===== config.mk =====
export PLATFORM = sky130hd
export DESIGN_NAME = output_writer_mmap_m_axi_write
export DESIGN_NICKNAME = d
export VERILOG_FILES = /design/src/rtl/output_writer_mmap_pkg.sv /design/src/rtl/output_writer_mmap_m_axi_fifo.sv /design/src/rtl/output_writer_mmap_m_axi_write.sv
export SDC_FILE = /design/constraint.sdc
export NUM_CORES = 1
export LEC_CHECK = 0
export ABC_AREA = 1
export BUFFER_PORTS_ARGS = -buffer_cell sky130_fd_sc_hd__buf_2
export CELL_PAD_IN_SITES_DETAIL_PLACEMENT = 1
export CELL_PAD_IN_SITES_GLOBAL_PLACEMENT = 2
export CORE_AREA = 2 2 535 537
export DETAILED_ROUTE_END_ITERATION = 8
export DIE_AREA = 0 0 537 539
export PLACE_DENSITY_LB_ADDON = 0.1
export SYNTH_ARGS = -nofsm -noshare
export SYNTH_HDL_FRONTEND = slang
export SYNTH_SLANG_ARGS = --single-unit

===== constraint.sdc =====
create_clock -name ACLK -period 4.1 [get_ports ACLK]
set_input_delay 0.82 -clock ACLK [delete_from_list [all_inputs] [get_ports ACLK]]
set_output_delay 0.82 -clock ACLK [all_outputs]
set_load 0.02 [all_outputs]

===== src/rtl/output_writer_mmap_pkg.sv =====
// Shared types and constants for the mmap output writer AXI4 write master.
package output_writer_mmap_pkg;

    localparam logic [1:0] BRESP_OKAY   = 2'b00;
    localparam logic [1:0] BRESP_SLVERR = 2'b10;
    localparam int         ADDR_4K      = 4096;

    typedef enum logic [1:0] {
        ST_IDLE,
        ST_ISSUE,
        ST_DRAIN,
        ST_RESP
    } state_t;

    function automatic int log2_int(input int v);
        int r;
        r = 0;
        for (int i = 0; i < 31; i++) begin
            if ((1 << i) < v) r = i + 1;
        end
        return r;
    endfunction

endpackage


===== src/rtl/output_writer_mmap_m_axi_fifo.sv =====
// Small FIFO holding (beats-1) of each issued AW burst until its W beats are sent.
module output_writer_mmap_m_axi_fifo #(
    parameter int DATA_WIDTH = 8,
    parameter int DEPTH      = 4
) (
    input  logic                  clk,
    input  logic                  rst_n,
    input  logic                  push,
    input  logic [DATA_WIDTH-1:0] push_data,
    input  logic                  pop,
    output logic [DATA_WIDTH-1:0] head,
    output logic                  empty,
    output logic                  full
);
    localparam int PW = (DEPTH > 1) ? $clog2(DEPTH) : 1;

    logic [DATA_WIDTH-1:0] mem [DEPTH];
    logic [PW-1:0]         wr_ptr;
    logic [PW-1:0]         rd_ptr;
    logic [PW:0]           count;

    function automatic logic [PW-1:0] next_ptr(input logic [PW-1:0] p);
        return (p == PW'(DEPTH - 1)) ? '0 : p + 1'b1;
    endfunction

    always_ff @(posedge clk) begin
        if (push) mem[wr_ptr] <= push_data;
    end

    always_ff @(posedge clk or negedge rst_n) begin
        if (!rst_n) begin
            wr_ptr <= '0;
            rd_ptr <= '0;
            count  <= '0;
        end else begin
            if (push) wr_ptr <= next_ptr(wr_ptr);
            if (pop)  rd_ptr <= next_ptr(rd_ptr);
            if (push && !pop)      count <= count + 1'b1;
            else if (pop && !push) count <= count - 1'b1;
        end
    end

    assign head  = mem[rd_ptr];
    assign empty = (count == '0);
    assign full  = (count == (PW + 1)'(DEPTH));

endmodule


===== src/rtl/output_writer_mmap_m_axi_write.sv =====
// AXI4 write master for one HLS mmap output: splits a request into bursts,
// forwards the HLS beat stream as W and folds all B responses into one HLS response.
//   state    | meaning
//   IDLE     | ready for an HLS write request
//   ISSUE    | issuing AW bursts until the request is fully covered
//   DRAIN    | all AWs issued, waiting for outstanding B responses
//   RESP     | presenting the HLS write response
module output_writer_mmap_m_axi_write
    import output_writer_mmap_pkg::*;
#(
    parameter int         BUS_ADDR_WIDTH         = 64,
    parameter int         BUS_DATA_WIDTH         = 512,
    parameter int         NUM_WRITE_OUTSTANDING  = 4,
    parameter int         MAX_WRITE_BURST_LENGTH = 16,
    parameter logic [3:0] C_CACHE_VALUE          = 4'b0011
) (
    input  logic                          ACLK,
    input  logic                          ARESETN,
    input  logic                          ACLK_EN,
    output logic [BUS_ADDR_WIDTH-1:0]     out_BUS_AWADDR,
    output logic [7:0]                    out_BUS_AWLEN,
    output logic [0:0]                    out_BUS_AWID,
    output logic [2:0]                    out_BUS_AWSIZE,
    output logic [1:0]                    out_BUS_AWBURST,
    output logic                          out_BUS_AWLOCK,
    output logic [3:0]                    out_BUS_AWCACHE,
    output logic [2:0]                    out_BUS_AWPROT,
    output logic [3:0]                    out_BUS_AWQOS,
    output logic [3:0]                    out_BUS_AWREGION,
    output logic                          out_BUS_AWVALID,
    input  logic                          in_BUS_AWREADY,
    output logic [BUS_DATA_WIDTH-1:0]     out_BUS_WDATA,
    output logic [BUS_DATA_WIDTH/8-1:0]   out_BUS_WSTRB,
    output logic                          out_BUS_WLAST,
    output logic                          out_BUS_WVALID,
    input  logic                          in_BUS_WREADY,
    input  logic [1:0]                    in_BUS_BRESP,
    input  logic                          in_BUS_BVALID,
    output logic                          out_BUS_BREADY,
    input  logic [BUS_ADDR_WIDTH-1:0]     in_HLS_AWADDR,
    input  logic [31:0]                   in_HLS_AWLEN,
    input  logic                          in_HLS_AWVALID,
    output logic                          out_HLS_AWREADY,
    input  logic [BUS_DATA_WIDTH-1:0]     in_HLS_WDATA,
    input  logic [BUS_DATA_WIDTH/8-1:0]   in_HLS_WSTRB,
    input  logic                          in_HLS_WVALID,
    output logic                          out_HLS_WREADY,
    output logic                          out_HLS_BVALID,
    output logic [1:0]                    out_HLS_BRESP,
    input  logic                          in_HLS_BREADY
);
    localparam int BYTES = BUS_DATA_WIDTH / 8;
    localparam int SIZE  = log2_int(BYTES);
    localparam int OW    = log2_int(NUM_WRITE_OUTSTANDING) + 1;

    state_t                    state;
    logic [BUS_ADDR_WIDTH-1:0] addr_q;
    logic [32:0]               remaining;
    logic [32:0]               burst;
    logic [32:0]               burst_m1;
    logic [12:0]               bytes_to_4k;
    logic [12:0]               beats_to_4k;
    logic                      err;
    logic                      aw_valid;
    logic                      hls_awready;
    logic                      hls_bvalid;
    logic [1:0]                hls_bresp;
    logic                      bready;
    logic [OW-1:0]             outstanding;
    logic [7:0]                w_cnt;
    logic [7:0]                fifo_head;
    logic                      fifo_empty;
    logic                      fifo_full;
    logic                      aw_hs;
    logic                      w_hs;
    logic                      b_hs;
    logic                      w_last;
    logic                      can_issue;
    logic                      unused_bits;

    // Bursts never cross a 4KB page; addr_q is always beat aligned.
    assign bytes_to_4k = 13'(ADDR_4K) - {1'b0, addr_q[11:0]};
    assign beats_to_4k = bytes_to_4k >> SIZE;

    always_comb begin
        burst = remaining;
        if (burst > 33'(MAX_WRITE_BURST_LENGTH)) burst = 33'(MAX_WRITE_BURST_LENGTH);
        if (burst > {20'b0, beats_to_4k})        burst = {20'b0, beats_to_4k};
    end

    assign burst_m1    = burst - 33'd1;
    assign unused_bits = ^burst_m1[32:8];

    assign aw_hs     = aw_valid & in_BUS_AWREADY;
    assign b_hs      = in_BUS_BVALID & bready;
    assign w_hs      = out_BUS_WVALID & in_BUS_WREADY;
    assign w_last    = (w_cnt == fifo_head);
    assign can_issue = (outstanding < OW'(NUM_WRITE_OUTSTANDING)) && !fifo_full;

    output_writer_mmap_m_axi_fifo #(
        .DATA_WIDTH (8),
        .DEPTH      (NUM_WRITE_OUTSTANDING)
    ) u_len_fifo (
        .clk       (ACLK),
        .rst_n     (ARESETN),
        .push      (aw_hs & ACLK_EN),
        .push_data (burst_m1[7:0]),
        .pop       (w_hs & w_last & ACLK_EN),
        .head      (fifo_head),
        .empty     (fifo_empty),
        .full      (fifo_full)
    );

    always_ff @(posedge ACLK or negedge ARESETN) begin
        if (!ARESETN) begin
            state       <= ST_IDLE;
            addr_q      <= '0;
            remaining   <= '0;
            err         <= 1'b0;
            aw_valid    <= 1'b0;
            hls_awready <= 1'b0;
            hls_bvalid  <= 1'b0;
            hls_bresp   <= BRESP_OKAY;
            bready      <= 1'b0;
            outstanding <= '0;
            w_cnt       <= '0;
        end else if (ACLK_EN) begin
            if (aw_hs && !b_hs)      outstanding <= outstanding + 1'b1;
            else if (!aw_hs && b_hs) outstanding <= outstanding - 1'b1;
            if (b_hs && in_BUS_BRESP != BRESP_OKAY) err <= 1'b1;
            if (w_hs) w_cnt <= w_last ? 8'd0 : w_cnt + 8'd1;

            case (state)
                ST_IDLE: begin
                    if (hls_awready && in_HLS_AWVALID) begin
                        hls_awready <= 1'b0;
                        addr_q      <= in_HLS_AWADDR & ~(BUS_ADDR_WIDTH'(BYTES - 1));
                        remaining   <= {1'b0, in_HLS_AWLEN} + 33'd1;
                        err         <= 1'b0;
                        bready      <= 1'b1;
                        state       <= ST_ISSUE;
                    end else begin
                        hls_awready <= 1'b1;
                    end
                end
                ST_ISSUE: begin
                    if (aw_hs) begin
                        addr_q    <= addr_q + (BUS_ADDR_WIDTH'(burst[8:0]) << SIZE);
                        remaining <= remaining - burst;
                        aw_valid  <= 1'b0;
                        if (remaining == burst) state <= ST_DRAIN;
                    end else if (!aw_valid && can_issue) begin
                        aw_valid <= 1'b1;
                    end
                end
                ST_DRAIN: begin
                    if (outstanding == '0) begin
                        bready     <= 1'b0;
                        hls_bvalid <= 1'b1;
                        hls_bresp  <= err ? BRESP_SLVERR : BRESP_OKAY;
                        state      <= ST_RESP;
                    end
                end
                ST_RESP: begin
                    if (in_HLS_BREADY) begin
                        hls_bvalid  <= 1'b0;
                        hls_awready <= 1'b1;
                        state       <= ST_IDLE;
                    end
                end
                default: state <= ST_IDLE;
            endcase
        end
    end

    assign out_BUS_AWADDR   = addr_q;
    assign out_BUS_AWLEN    = burst_m1[7:0];
    assign out_BUS_AWVALID  = aw_valid;
    assign out_BUS_AWID     = 1'b0;
    assign out_BUS_AWSIZE   = 3'(SIZE);
    assign out_BUS_AWBURST  = 2'b01;
    assign out_BUS_AWLOCK   = 1'b0;
    assign out_BUS_AWCACHE  = C_CACHE_VALUE;
    assign out_BUS_AWPROT   = 3'b000;
    assign out_BUS_AWQOS    = 4'b0000;
    assign out_BUS_AWREGION = 4'b0000;

    assign out_BUS_WDATA   = in_HLS_WDATA;
    assign out_BUS_WSTRB   = in_HLS_WSTRB;
    assign out_BUS_WLAST   = w_last;
    assign out_BUS_WVALID  = in_HLS_WVALID & ~fifo_empty;
    assign out_HLS_WREADY  = in_BUS_WREADY & ~fifo_empty;
    assign out_BUS_BREADY  = bready;
    assign out_HLS_AWREADY = hls_awready;
    assign out_HLS_BVALID  = hls_bvalid;
    assign out_HLS_BRESP   = hls_bresp;

endmodule


==> flow_summary.toml <==
[power]
power_leakage_nw = 9.709
powerDensity_mw_per_mm2 = 795.4
vdd_drop_max_mv = 0.5123

[place]
dpl_cell_area_mm2 = 0.02054
place.gp.congestion = 0.6737
dp_slack_ps = -965.1
hpwl_um = 100300
port_buffers = 174
dp.cells = 6230

[global_routing]
grt_overflow = 0
grt_max_degree = 98
grt_pass1_wl_um = 158300
antenna_found_initial = 19
grt_pass1_vias = 17720
grt_usage_pct = 8.118

[cts]
clock_latency_ps = 570
cts_tree = "yes"
clock_path_buffers = 2
numCtsBuffers = 17
cts.sinks = 149
htree_levels = 4
path_clk_slew_ps = 100
holdBufCountCts = 0
root_buffer = "clkbuf_16"

[logic_synthesis]
ys_warn_count = 0
synth.distinct_cells = 50
ys.flop_type = "dfrtp_1"
synthArstFlopShare_pct = 78.52
syn_avg_cell_area_um2 = 6.643
synth_edf_count = 32
synth_area_leader_cell = "buf_4"
synthTopCellsByArea = "buf_4 (26%), dfrtp_1 (17%), nand2_1 (13%)"
synthCells = 2647
synth_area_mm2 = 0.01758
synth_top_area_share_pct = 25.96
synth-seq-cells = 149
ys_seq_area_share_pct = 22.12

[setup_path]
regToRegSetupSlack_ps = -280
crit_type = "reg2out"
worstSetupEndpointType = "output pin"
critPathLaunchType = "register"
critPathArrivalTime_ps = 3720
worstPathRequired_ps = 3280
r2r_end = "out_BUS_AWADDR[37]$_DFFE_PN0P_"
reg2reg_depth = 34
worstPathMaxFanout = 8
rr_startpoint = "remaining[26]$_DFFE_PN0P_"

[outcome]
status = "finished, violations left"
violations = "negative setup slack"

[route]
drc = 0
ant_nets = 0
first_pass_iters = 4
viasPerCell = 2.530
vias = 16010
wl_per_cell_um = 18.81
drt-initial-drc-count = 530
routed_wl_um = 119000

[final_layout]
ff_latch_area_mm2 = 0.003891
drive_above_1_share_pct = 35.56
synthToLayoutAreaGrowth_pct = 37.73
fin_util_pct = 8.528
multi_input_area_mm2 = 0.01031
layout.cells.non_filler = 6329
design_area_mm2 = 0.02422
n_fill_cell = 33970
final_nets = 3300

[floorplan]
ios = 1362
initial_core_util_pct = 6.192
die_area_mm2 = 0.2894
die_height_um = 539
core_area_mm2 = 0.2840
die_x_um = 537
rows = 196

[sta]
rsz0062_at_grt = "yes"
finalCritPeriodShare_pct = 110.7
setup_ws_ps = -439.6
maxSlewViolCount = 0
setup-violations-final = 67
fin_setup_tns_ps = -8652
post-route-min-period_ps = 4540
hold_viol = 0
fin_worst_skew_ps = 24.17
tightest_slew_ps = 905.6
max_slew_margin_pct = 39.62
max_freq_ghz = 0.2203

[hold_path]
hold_path.class = "in2async"

[run]
maxCapViolCount = 0
## what timing repair did
action,CTS,global route
buffers inserted,42,40
pin swaps,126,167
cloned,1,0
endpoints found under the setup margin,103,96
gates resized for setup,374,303
## per-layer routing
metal  wire, um  GRT usage [%]  vias up
li1           -              -     7612
met4       4498          3.311       10
met1      51070          9.840     7634
met3       7887          2.482      236
met5         65              0        -
met2      55520          13.23      519
## power by group
part | internal (mW) | total, mW | switching, mW
Clock | 0.873 | 1.88 | 1.00
Combinational | 5.91 | 14.2 | 8.29
Sequential | 2.21 | 3.19 | 0.984
Total | 8.99 | 19.3 | 10.3
## sequential cells by signal, summed over array words and instances (netlist names)
register and cells:
err 1, u_len_fifo.count 3, outstanding 3, u_len_fifo.wr_ptr 2, out_BUS_BREADY 1, remaining 33, out_BUS_AWVALID 1, u_len_fifo.rd_ptr 2
out_BUS_AWADDR 58, state 2, out_HLS_AWREADY 1, u_len_fifo.mem 32, w_cnt 8, out_HLS_BVALID 1, out_HLS_BRESP 1
## Yosys cell counts (8+ instances only)
library cell	count
xnor2_1	11
buf_4	608
o211ai_1	9
o22ai_1	10
nor3_1	47
nand3b_1	21
buf_2	10
o21ai_0	106
ha_1	64
xor2_1	39
nand2_1	594
a21oi_1	121
o21ai_1	9
inv_1	244
nand3_1	165
nor4_1	8
nand4_1	30
dfrtp_1	117
clkbuf_1	27
edfxtp_1	32
nor2_1	280
## area by class of cell
cell class,instances,share of cell area (%)
antenna,5,0.05167
clock inverter,15,0.7440
inverter,251,4.051
tap,3762,19.44
clock buffer,17,1.757
multi-input combinational,1651,42.58
timing repair buffer,479,15.31
sequential,149,16.07
## per-stage QoR
| stage | hold slack (ps) | total power, mW |
|---|---|---|
| after floorplan | 462.2 | 8.482 |
| after global placement | 504.0 | 14.61 |
| after detailed placement | 496.7 | 14.45 |
| after CTS | 170.0 | 18.58 |
| after global routing | 191.3 | 21.17 |
| final | 193.3 | 19.26 |
## how the worst max path moves through the flow
stage                                       start              endpoint  slack [ps]  cells after the start
floorplan           out_BUS_AWADDR[6]$_DFFE_PN0P_      out_BUS_AWLEN[4]          60                     16
global placement        remaining[16]$_DFFE_PN0P_  state[0]$_DFFE_PN0P_        -990                     28
detailed placement      remaining[16]$_DFFE_PN0P_  state[0]$_DFFE_PN0P_        -970                     28
CTS                     remaining[25]$_DFFE_PN0P_      out_BUS_AWLEN[4]        -690                     28
global route            remaining[26]$_DFFE_PN0P_      out_BUS_AWLEN[6]        -770                     29
finish                  remaining[26]$_DFFE_PN0P_      out_BUS_AWLEN[6]        -440                     26
## critical path, cell delays in order (launching register included)
cell	delay, ps
dfrtp_1	390
nor2_1	110
nand2_1	110
nor2_2	140
buf_6	130
buf_4	100
inv_1	40
nor3_2	130
buf_4	130
ha_1	230
nand2_2	80
inv_1	40
nand2_1	50
nand2_1	50
nand2_1	70
nand3_2	80
nand2_4	140
nand2_2	60
o21ai_2	80
buf_6	130
ha_4	150
nand3_4	80
buf_6	140
o21ai_4	120
nand2_1	80
buf_6	140
buf_6	130
## logic make-up after synthesis
kind of cell | count (synthesis) | synth area share, %
xor+xnor | 50 | 2.491
buf+inv | 903 | 32.61
other cells | 2 | 0.04271
compound gates | 282 | 8.653
simple gates | 1192 | 29.02
mux | 1 | 0.06404
fa+ha+maj | 68 | 5.010
flops | 149 | 22.12
## layout by cell type (no fill, tap or decap), drive strengths merged, types with 3 or more instances in the layout
master / netlist / final
o22ai: 10 / 10
dfrtp: 117 / 117
a22oi: 3 / 3
o21ai: 118 / 118
a31oi: 7 / 7
diode: 0 / 5
fa: 4 / 4
nand2: 601 / 601
nor3: 54 / 54
nand4: 31 / 31
inv: 251 / 258
edfxtp: 32 / 32
or2: 9 / 9
and3: 4 / 4
a21o: 4 / 4
o211ai: 11 / 11
buf: 625 / 479
xor2: 39 / 39
clkinv: 0 / 6
nand3: 170 / 170
ha: 64 / 64
nor3b: 4 / 4
nand3b: 22 / 22
o21bai: 4 / 4
xnor2: 11 / 11
conb: 2 / 58
nor4: 8 / 8
nor2: 289 / 289
a21oi: 121 / 121
clkbuf: 27 / 17
Power figures use the tool's default switching activity.
